$ cat config.mk
export PLATFORM = sky130hd
export DESIGN_NAME = sm_to_tc_serial
export DESIGN_NICKNAME = d
export VERILOG_FILES = /design/src/rtl/sm_to_tc_serial.sv
export SDC_FILE = /design/constraint.sdc
export NUM_CORES = 1
export LEC_CHECK = 0
export ABC_AREA = 0
export CAP_MARGIN = 20
export CELL_PAD_IN_SITES_DETAIL_PLACEMENT = 0
export CELL_PAD_IN_SITES_GLOBAL_PLACEMENT = 1
export CORE_MARGIN = 1
export CORE_UTILIZATION = 44
export CTS_BUF_LIST = sky130_fd_sc_hd__clkbuf_4
export DETAILED_ROUTE_END_ITERATION = 16
export PLACE_DENSITY_LB_ADDON = 0.1
export SLEW_MARGIN = 25
export SYNTH_ARGS = -nofsm -noshare
export SYNTH_HDL_FRONTEND = slang
export SYNTH_SLANG_ARGS = --single-unit
$ cat constraint.sdc
create_clock -name i_clk -period 1.8 [get_ports i_clk]
set_input_delay 0.18 -clock i_clk [delete_from_list [all_inputs] [get_ports i_clk]]
set_output_delay 0.18 -clock i_clk [all_outputs]
set_load 0.01 [all_outputs]
$ cat src/rtl/sm_to_tc_serial.sv
// Bit-serial sign-magnitude to two's-complement converter.
// One magnitude bit is processed per clock, LSB first. Negative words are
// negated with the copy-until-first-one, then invert rule. The result is
// presented behind a valid/ready handshake and held until it is taken.
module sm_to_tc_serial #(
    parameter int WIDTH = 32
) (
    input  logic             i_clk,
    input  logic             i_rst_n,
    input  logic             i_valid,
    output logic             o_ready,
    input  logic [WIDTH-1:0] i_argA,
    output logic             o_valid,
    input  logic             i_ready,
    output logic [WIDTH-1:0] o_result,
    output logic             o_error
);

    localparam int MW    = WIDTH - 1;
    localparam int CNT_W = $clog2(WIDTH);
    localparam logic [CNT_W-1:0] CNT_LAST = CNT_W'(WIDTH - 2);

    typedef enum logic [1:0] {
        IDLE = 2'd0,
        CONV = 2'd1,
        DONE = 2'd2
    } state_t;

    state_t            state_q, state_d;
    logic [MW-1:0]     mag_q, mag_d;
    logic [MW-1:0]     work_q, work_d;
    logic              sign_q, sign_d;
    logic              seen_q, seen_d;
    logic [CNT_W-1:0]  cnt_q, cnt_d;
    logic [WIDTH-1:0]  result_q, result_d;
    logic              error_q, error_d;

    logic accept;
    logic last_bit;
    logic cur_bit;
    logic conv_bit;

    assign accept   = (state_q == IDLE) && i_valid;
    assign last_bit = (state_q == CONV) && (cnt_q == CNT_LAST);
    assign cur_bit  = mag_q[0];
    // Below the first 1 the bits are copied; above it a negative word inverts.
    assign conv_bit = (sign_q && seen_q) ? ~cur_bit : cur_bit;

    // State register: async reset returns the handshake to IDLE at once.
    always_ff @(posedge i_clk or negedge i_rst_n) begin
        if (!i_rst_n) begin
            state_q <= IDLE;
        end else begin
            state_q <= state_d;
        end
    end

    // Next-state logic: IDLE -> CONV on accept, CONV -> DONE on the last bit,
    // DONE -> IDLE when downstream takes the result.
    always_comb begin
        state_d = state_q;
        case (state_q)
            IDLE:    if (i_valid)  state_d = CONV;
            CONV:    if (last_bit) state_d = DONE;
            DONE:    if (i_ready)  state_d = IDLE;
            default: state_d = IDLE;
        endcase
    end

    // Output decode: handshake flags come from registered state only.
    always_comb begin
        o_ready  = (state_q == IDLE);
        o_valid  = (state_q == DONE);
        o_result = result_q;
        o_error  = error_q;
    end

    // Datapath next-state: capture on accept, shift one bit per CONV cycle,
    // and load the output registers together with the final bit.
    always_comb begin
        mag_d    = mag_q;
        work_d   = work_q;
        sign_d   = sign_q;
        seen_d   = seen_q;
        cnt_d    = cnt_q;
        result_d = result_q;
        error_d  = error_q;
        if (accept) begin
            mag_d  = i_argA[WIDTH-2:0];
            sign_d = i_argA[WIDTH-1];
            seen_d = 1'b0;
            cnt_d  = '0;
            work_d = '0;
        end else if (state_q == CONV) begin
            mag_d          = mag_q >> 1;
            work_d         = work_q >> 1;
            work_d[MW-1]   = conv_bit;
            seen_d         = seen_q | cur_bit;
            if (last_bit) begin
                // Final seen flag doubles as "magnitude is nonzero".
                result_d = {sign_q & seen_d, work_d};
                error_d  = sign_q & ~seen_d;
            end else begin
                cnt_d = cnt_q + CNT_W'(1);
            end
        end
    end

    // Datapath registers: cleared by reset so a partial result never leaks out.
    always_ff @(posedge i_clk or negedge i_rst_n) begin
        if (!i_rst_n) begin
            mag_q    <= '0;
            work_q   <= '0;
            sign_q   <= 1'b0;
            seen_q   <= 1'b0;
            cnt_q    <= '0;
            result_q <= '0;
            error_q  <= 1'b0;
        end else begin
            mag_q    <= mag_d;
            work_q   <= work_d;
            sign_q   <= sign_d;
            seen_q   <= seen_d;
            cnt_q    <= cnt_d;
            result_q <= result_d;
            error_q  <= error_d;
        end
    end

endmodule

==> key figures, run 1 <==
Floorplanning
  • Die area: 10300 um2
  • Core Region: 9680 um2
  • Core Rows: 36
  • Die Wd: 102 um
  • Boundary Pins: 71
  • Initial core utilization: 45.1%
  • Chip height: 102 um

Detailed routing
  • Drt total wl: 8370 um
  • Via count: 2983
  • Initial DRC Count: 109
  • Post-route ant nets: 0
  • Residual DRC count: 1
  • Drt pass-1 iters: 10
  • Vias per std cell: 5.00
  • Routed len/inst: 14.0 um

Timing
  • Setup TNS: 0 ps
  • Max frequency: 581 MHz
  • Final min period: 1720 ps
  • RSZ-0062 raised after global routing: yes
  • Hold Fails Final Rpt: 0
  • Worst-Margin Slew: 374 ps
  • Post-route clock period utilization: 95.6%
  • Max transition margin: 75.0%
  • Layout Skew: 29.4 ps
  • Max Slew Vio Count: 0
  • Final setup viols: 0

GRT
  • Initial antenna violation count: 0
  • GRT Total Usage: 17.8%
  • Largest net degree at the start of global routing: 42
  • Grt ovf: 0
  • First-pass GRT wire length: 14200 um
  • Vias in the first global route: 2894

Setup path
  • Worst-case reg-to-reg path depth: 6
  • Bufs and invs on worst path: 2
  • Max Fanout on Critical Path: 7
  • Crit end category: register
  • Worst R2R Start: cnt_q[0]
  • CP Launch Type: register
  • Top cell family by delay on the critical path: flip-flops
  • Crit path DAT: 2070 ps
  • Req. time, crit path: 2150 ps
  • Kind of critical path: register to register
  • Flop-to-flop setup slack: 80 ps
  • FF-to-FF End: o_result[5]
  • CP max stage delay: 420 ps
  • CP cell instances: inv_1 > ha_1 > nand4_4 > nor2_8 > buf_4 > mux2_4
  • CP max-delay cell: dfrtp_1

Final layout
  • Multi-input gate area: 1620 um2
  • Storage cell area: 2580 um2
  • P&R area growth vs syn: 23.5%
  • Share of layout cells above drive strength 1: 15.7%
  • Post-Layout Cell Count: 597
  • Nets: 497
  • FILL cells: 855
  • Antenna cells: 0

Logic synthesis
  • Cells after Synth: 383
  • Count of state elements after synthesis: 103
  • Post-synthesis xor/xnor area fraction: 0.200%
  • Cell taking the most area after synthesis: dfrtp_1
  • Synth top area share: 59.0%
  • Mean post-synth cell area: 11.4 um2
  • Ys flop type: dfrtp_1
  • Multiplexer share of the synthesized area: 11.4%
  • Largest family of logic cells by synthesized area: simple AND/OR/NAND/NOR gates
  • Synth cell types: 32
  • Compound-Gate Fraction of Synth Area: 6.78%
  • Synth async-reset ratio: 100%
  • List of most frequent post-synthesis cells: nand2_1 (128), dfrtp_1 (103), nand3_1 (34)
  • Post-synthesis sequential area ratio: 59.0%
  • Synth Area in Simple Gates: 17.6%
  • Syn Std Cell Area: 4370 um2
  • Top cells by area in the synthesized netlist: dfrtp_1 (59%), nand2_1 (11%), mux2_4 (10%), a22oi_1 (5.2%), nand3_1 (3.9%)
  • Post-Synth Adder-Cell Area: 0.573%
  • Syn. warnings: 0
  • Count leader, synth: nand2_1
  • Number of synthesized flops with an enable pin: 0
  • Post-synthesis net count: 421

Place
  • Cells after DPL: 579
  • Hpwl dp: 5540 um
  • I/O Buffers: 70
  • GPL Wtd Cong: 0.730

Pwr
  • VDD IR-drop max: 620 uV
  • Power per cell area: 1480 nW/um2
  • Pleak: 2.60 nW

CTS
  • CTS tree: done
  • Worst skew pair latency: 460 ps
  • Root Driver: clkbuf_4
  • Worst-path clk slew: 160 ps
  • Max clock buf depth: 2
  • Clock sink count: 103
  • CTS Buf Count: 9
  • Setup Fix Bufs, Post-CTS: 0
  • H-tree levels: 3

Run status
  • Run status: finished with violations
  • Failing checks: DRC

Job
  • Max_cap viols: 0

Worst hold path
  • Hold Path Class: input pin to asynchronous set/reset pin
power breakdown:
part | switching, W | internal [W] | total (W)
combinational | 0.00146 | 0.00160 | 0.00306
clock | 0.000797 | 0.000299 | 0.00110
sequential | 0.000623 | 0.00319 | 0.00381
total | 0.00288 | 0.00509 | 0.00797
timing repair:
item                                    in CTS  in global routing
endpoints found under the hold margin      103                  0
resized for setup                            2                  0
endpoints found under the setup margin       2                  2
hold buffers                                 1                  0
cloned                                       0                  1
kinds of logic (layout without fill, tap and decap cells):
logic type,Yosys count,after routing
AOI/OAI and AO/OA,41,41
xor gates and xnor gates,1,1
adders and majority gates,2,2
buffers and inverters,26,107
DFF,103,103
muxes,35,35
and+or+nand+nor,175,175
layout by cell type, fill, tap and decap left out, types with 4 or more instances in the layout:
master	n
clkbuf_4	9
buf_12	4
buf_4	14
o21ai_0	4
a22oi_1	30
dfrtp_1	103
mux2_4	29
nand2_1	128
nand3_1	34
clkdlybuf4s50_1	67
state kept, by name, summed over array words and instances (netlist names):
register / flops
cnt_q: 5
mag_q: 31
o_error: 1
o_result: 32
seen_q: 1
sign_q: 1
state_q: 2
work_q: 30
layer usage:
metal / track usage, % / wire, um / vias to the layer above
met1: 23.0 / 3990 / 1468
met3: 4.97 / 347 / 9
met5: 0 / 0 / -
met2: 29.3 / 3940 / 61
li1: - / - / 1445
met4: 5.02 / 94 / 0
area by class of cell:
cell class	count	area share, %
clock inverter	7	1.02
multi-input combinational	254	29.9
sequential	103	47.8
timing repair buffer	89	16.8
inverter	2	0.139
clock buffer	9	1.25
tap	133	3.08
through the flow:
| step | area [um2] | hold slack (ps) | setup slack (ps) | utilization, % | power, W |
|---|---|---|---|---|---|
| after floorplan | 4370 | -116 | 252 | - | 0.00572 |
| after global placement | 5240 | 115 | 117 | 54.1 | 0.00689 |
| after detailed placement | 5240 | 113 | 68.3 | 54.1 | 0.00698 |
| after CTS | 5370 | 146 | 72.6 | 55.5 | 0.00809 |
| after global routing | 5400 | 136 | 3.73 | 55.7 | 0.00860 |
| final | 5400 | 156 | 78.5 | 55.7 | 0.00797 |
worst register-to-register path: cells and delay by family (launching register included):
| kind | cells | cell delay [ps] |
|---|---|---|
| muxes | 1 | 310 |
| adders and majority gates | 1 | 210 |
| buffers and inverters | 2 | 340 |
| and+or+nand+nor | 2 | 370 |
| DFF | 1 | 420 |
worst max-delay path by stage:
| stage | end | slack [ps] | cells past startpoint | startpoint |
|---|---|---|---|---|
| finish | o_result[5] | 80 | 6 | cnt_q[0] |
| global route | o_result[5] | 4 | 6 | cnt_q[0] |
| CTS | o_result[0] | 70 | 6 | cnt_q[0] |
| detailed placement | o_result[1] | 70 | 6 | cnt_q[0] |
| global placement | work_q[6] | 120 | 5 | i_valid |
| floorplan | o_result[10] | 250 | 6 | cnt_q[0] |
Power figures use the tool's default switching activity.
==> run 2, diff against run 1 <==
- CTS_BUF_LIST: sky130_fd_sc_hd__clkbuf_4 -> sky130_fd_sc_hd__clkbuf_8
==> key figures, run 2 (same netlist as run 1, synthesis figures left out) <==
Run status
  • Run status: finished with violations
  • Failing checks: DRC

Timing
  • Max transition margin: 75.3% (+0.22 points)
  • Max frequency: 583 MHz (+0.30%)
  • Hold Fails Final Rpt: 0 (unchanged)
  • Max Slew Vio Count: 0 (unchanged)
  • Worst-Margin Slew: 370 ps (-3.32 ps)
  • RSZ-0062 raised after global routing: yes
  • WHS: 251 ps (+95.0 ps)
  • Final setup viols: 0 (unchanged)
  • Post-route clock period utilization: 95.4% (-0.29 points)
  • Final min period: 1720 ps (-5.15 ps)
  • Layout Skew: 15.9 ps (-13.5 ps)

Setup path
  • Req. time, crit path: 2060 ps (-90 ps)
  • FF-to-FF End: o_result[5]
  • Worst R2R Start: cnt_q[0]
  • Flop-to-flop setup slack: 80 ps (about the same)
  • Crit path DAT: 1980 ps (-90 ps)
  • Crit end category: register
  • Max Fanout on Critical Path: 7 (unchanged)
  • CP Launch Type: register
  • Critical path origin: cnt_q[0]
  • Worst-case reg-to-reg path depth: 6 (unchanged)
  • Kind of critical path: register to register

Pwr
  • Reg power frac: 46.5% (-1.3 points)
  • Comb power frac: 37.2% (-1.2 points)
  • Power per cell area: 1510 nW/um2 (+2.1%)
  • Pleak: 2.63 nW (+0.89%)
  • Internal power: 0.00532 W (+4.4%)
  • Sw Share: 35.4% (-0.78 points)
  • Clk pwr share: 16.3% (+2.6 points)
  • Switch Pwr: 0.00291 W (+0.93%)
  • VDD IR-drop max: 543 uV (-12%)

Final layout
  • Most frequent cells in the layout: nand2_1 (128), dfrtp_1 (103), clkdlybuf4s50_1 (67), nand3_1 (34), a22oi_1 (30)
  • Post-Layout Cell Count: 597 (unchanged)
  • Storage cell area: 2580 um2 (unchanged)
  • Util after Layout: 56.3% (+0.58 points)
  • Antenna cells: 0 (unchanged)
  • Nets: 497 (unchanged)
  • P&R area growth vs syn: 24.8%
  • FILL cells: 850 (-0.58%)
  • Max reg flops: 32 (unchanged)
  • Most common cell after layout, fill and taps aside: nand2_1
  • Share of layout cells above drive strength 1: 15.7% (unchanged)
  • Multi-input gate area: 1620 um2 (unchanged)

Floorplanning
  • Die Wd: 102 um (unchanged)
  • Chip height: 102 um (unchanged)
  • Die area: 10300 um2 (unchanged)
  • Boundary Pins: 71 (unchanged)
  • Initial core utilization: 45.1% (unchanged)
  • Core Region: 9680 um2 (unchanged)
  • Core Rows: 36 (unchanged)

CTS
  • CTS Buf Count: 9 (unchanged)
  • Clock sink count: 103 (unchanged)
  • Root Driver: clkbuf_8
  • Worst-path clk slew: 100 ps (-60 ps)
  • CTS tree: done
  • Max clock buf depth: 2 (unchanged)
  • H-tree levels: 3 (unchanged)
  • Worst skew pair latency: 370 ps (-90 ps)
  • Setup Fix Bufs, Post-CTS: 0 (unchanged)

GRT
  • Vias in the first global route: 2900 (+0.21%)
  • Initial antenna violation count: 0 (unchanged)
  • GRT Total Usage: 17.8% (unchanged)
  • First-pass GRT wire length: 14200 um (unchanged)
  • Grt ovf: 0 (unchanged)
  • Largest net degree at the start of global routing: 42 (unchanged)

Worst hold path
  • Hold Path Class: input pin to asynchronous set/reset pin

Detailed routing
  • Residual DRC count: 1 (unchanged)
  • Via count: 2978 (-0.17%)
  • Post-route ant nets: 0 (unchanged)
  • Drt pass-1 iters: 10 (unchanged)
  • Routed len/inst: 14.1 um (+0.87%)
  • Initial DRC Count: 113 (+3.7%)
  • Vias per std cell: 4.99 (-0.17%)
  • Drt total wl: 8440 um (+0.87%)

Place
  • I/O Buffers: 70 (unchanged)
  • Cells after DPL: 579 (unchanged)
  • GPL Wtd Cong: 0.730 (unchanged)
  • Hpwl dp: 5540 um (unchanged)

Job
  • Max_cap viols: 0 (unchanged)
[run 2: power by group through the flow]
stage / clock network [W] / logic (W) / registers (W)
6_report: 0.00134 / 0.00306 / 0.00382
5_1_grt: 0.00148 / 0.00343 / 0.00394
4_1_cts: 0.00140 / 0.00311 / 0.00383
3_5_place_dp: 0 / 0.00312 / 0.00386
3_3_place_gp: 0 / 0.00305 / 0.00384
2_1_floorplan: 0 / 0.00189 / 0.00383
[run 2: worst max path at each step]
stage,slack (ps),cells past startpoint,endpoint
detailed placement,70,6,o_result[1]
global route,-7,6,o_result[5]
floorplan,250,6,o_result[10]
finish,80,6,o_result[5]
global placement,120,5,work_q[6]
CTS,70,6,o_result[0]
[run 2: critical path, cell delays in order (launching register included)]
cell     delay (ps)
dfrtp_1         410
inv_1           100
ha_1            210
nand4_4         150
nor2_8          210
buf_4           230
mux2_4          310
[run 2: area by class of cell]
class / count / area share (%)
flip-flops and latches: 103 / 47.3
multi-input cells: 254 / 29.6
repair buffers: 89 / 16.7
well taps: 133 / 3.05
clock buffers: 9 / 2.27
clock inverters: 7 / 1.01
inverters: 2 / 0.138
[run 2: layer usage]
| metal | global-route usage [%] | vias up | part of all wire, % |
|---|---|---|---|
| li1 | - | 1448 | - |
| met1 | 23.1 | 1466 | 47 |
| met2 | 29.3 | 55 | 48 |
| met3 | 4.55 | 9 | 3.9 |
| met4 | 5.35 | 0 | 1.1 |
| met5 | 0 | - | 0 |
[run 2: timing repair]
item | CTS | global route
gates resized for setup | 2 | 0
cloned | 0 | 1
endpoints found under the hold margin | 22 | 0
setup endpoints to repair | 2 | 3
hold buffers | 1 | 0
[run 2: metrics by stage]
step	power, W	setup TNS, ps	instance area, um2	setup WS [ps]
after floorplan	0.00572	0	4370	252
after global placement	0.00689	0	5240	117
after detailed placement	0.00698	0	5240	68.3
after CTS	0.00835	0	5430	74.4
after global routing	0.00885	-6.81	5450	-6.77
final	0.00823	0	5450	83.6
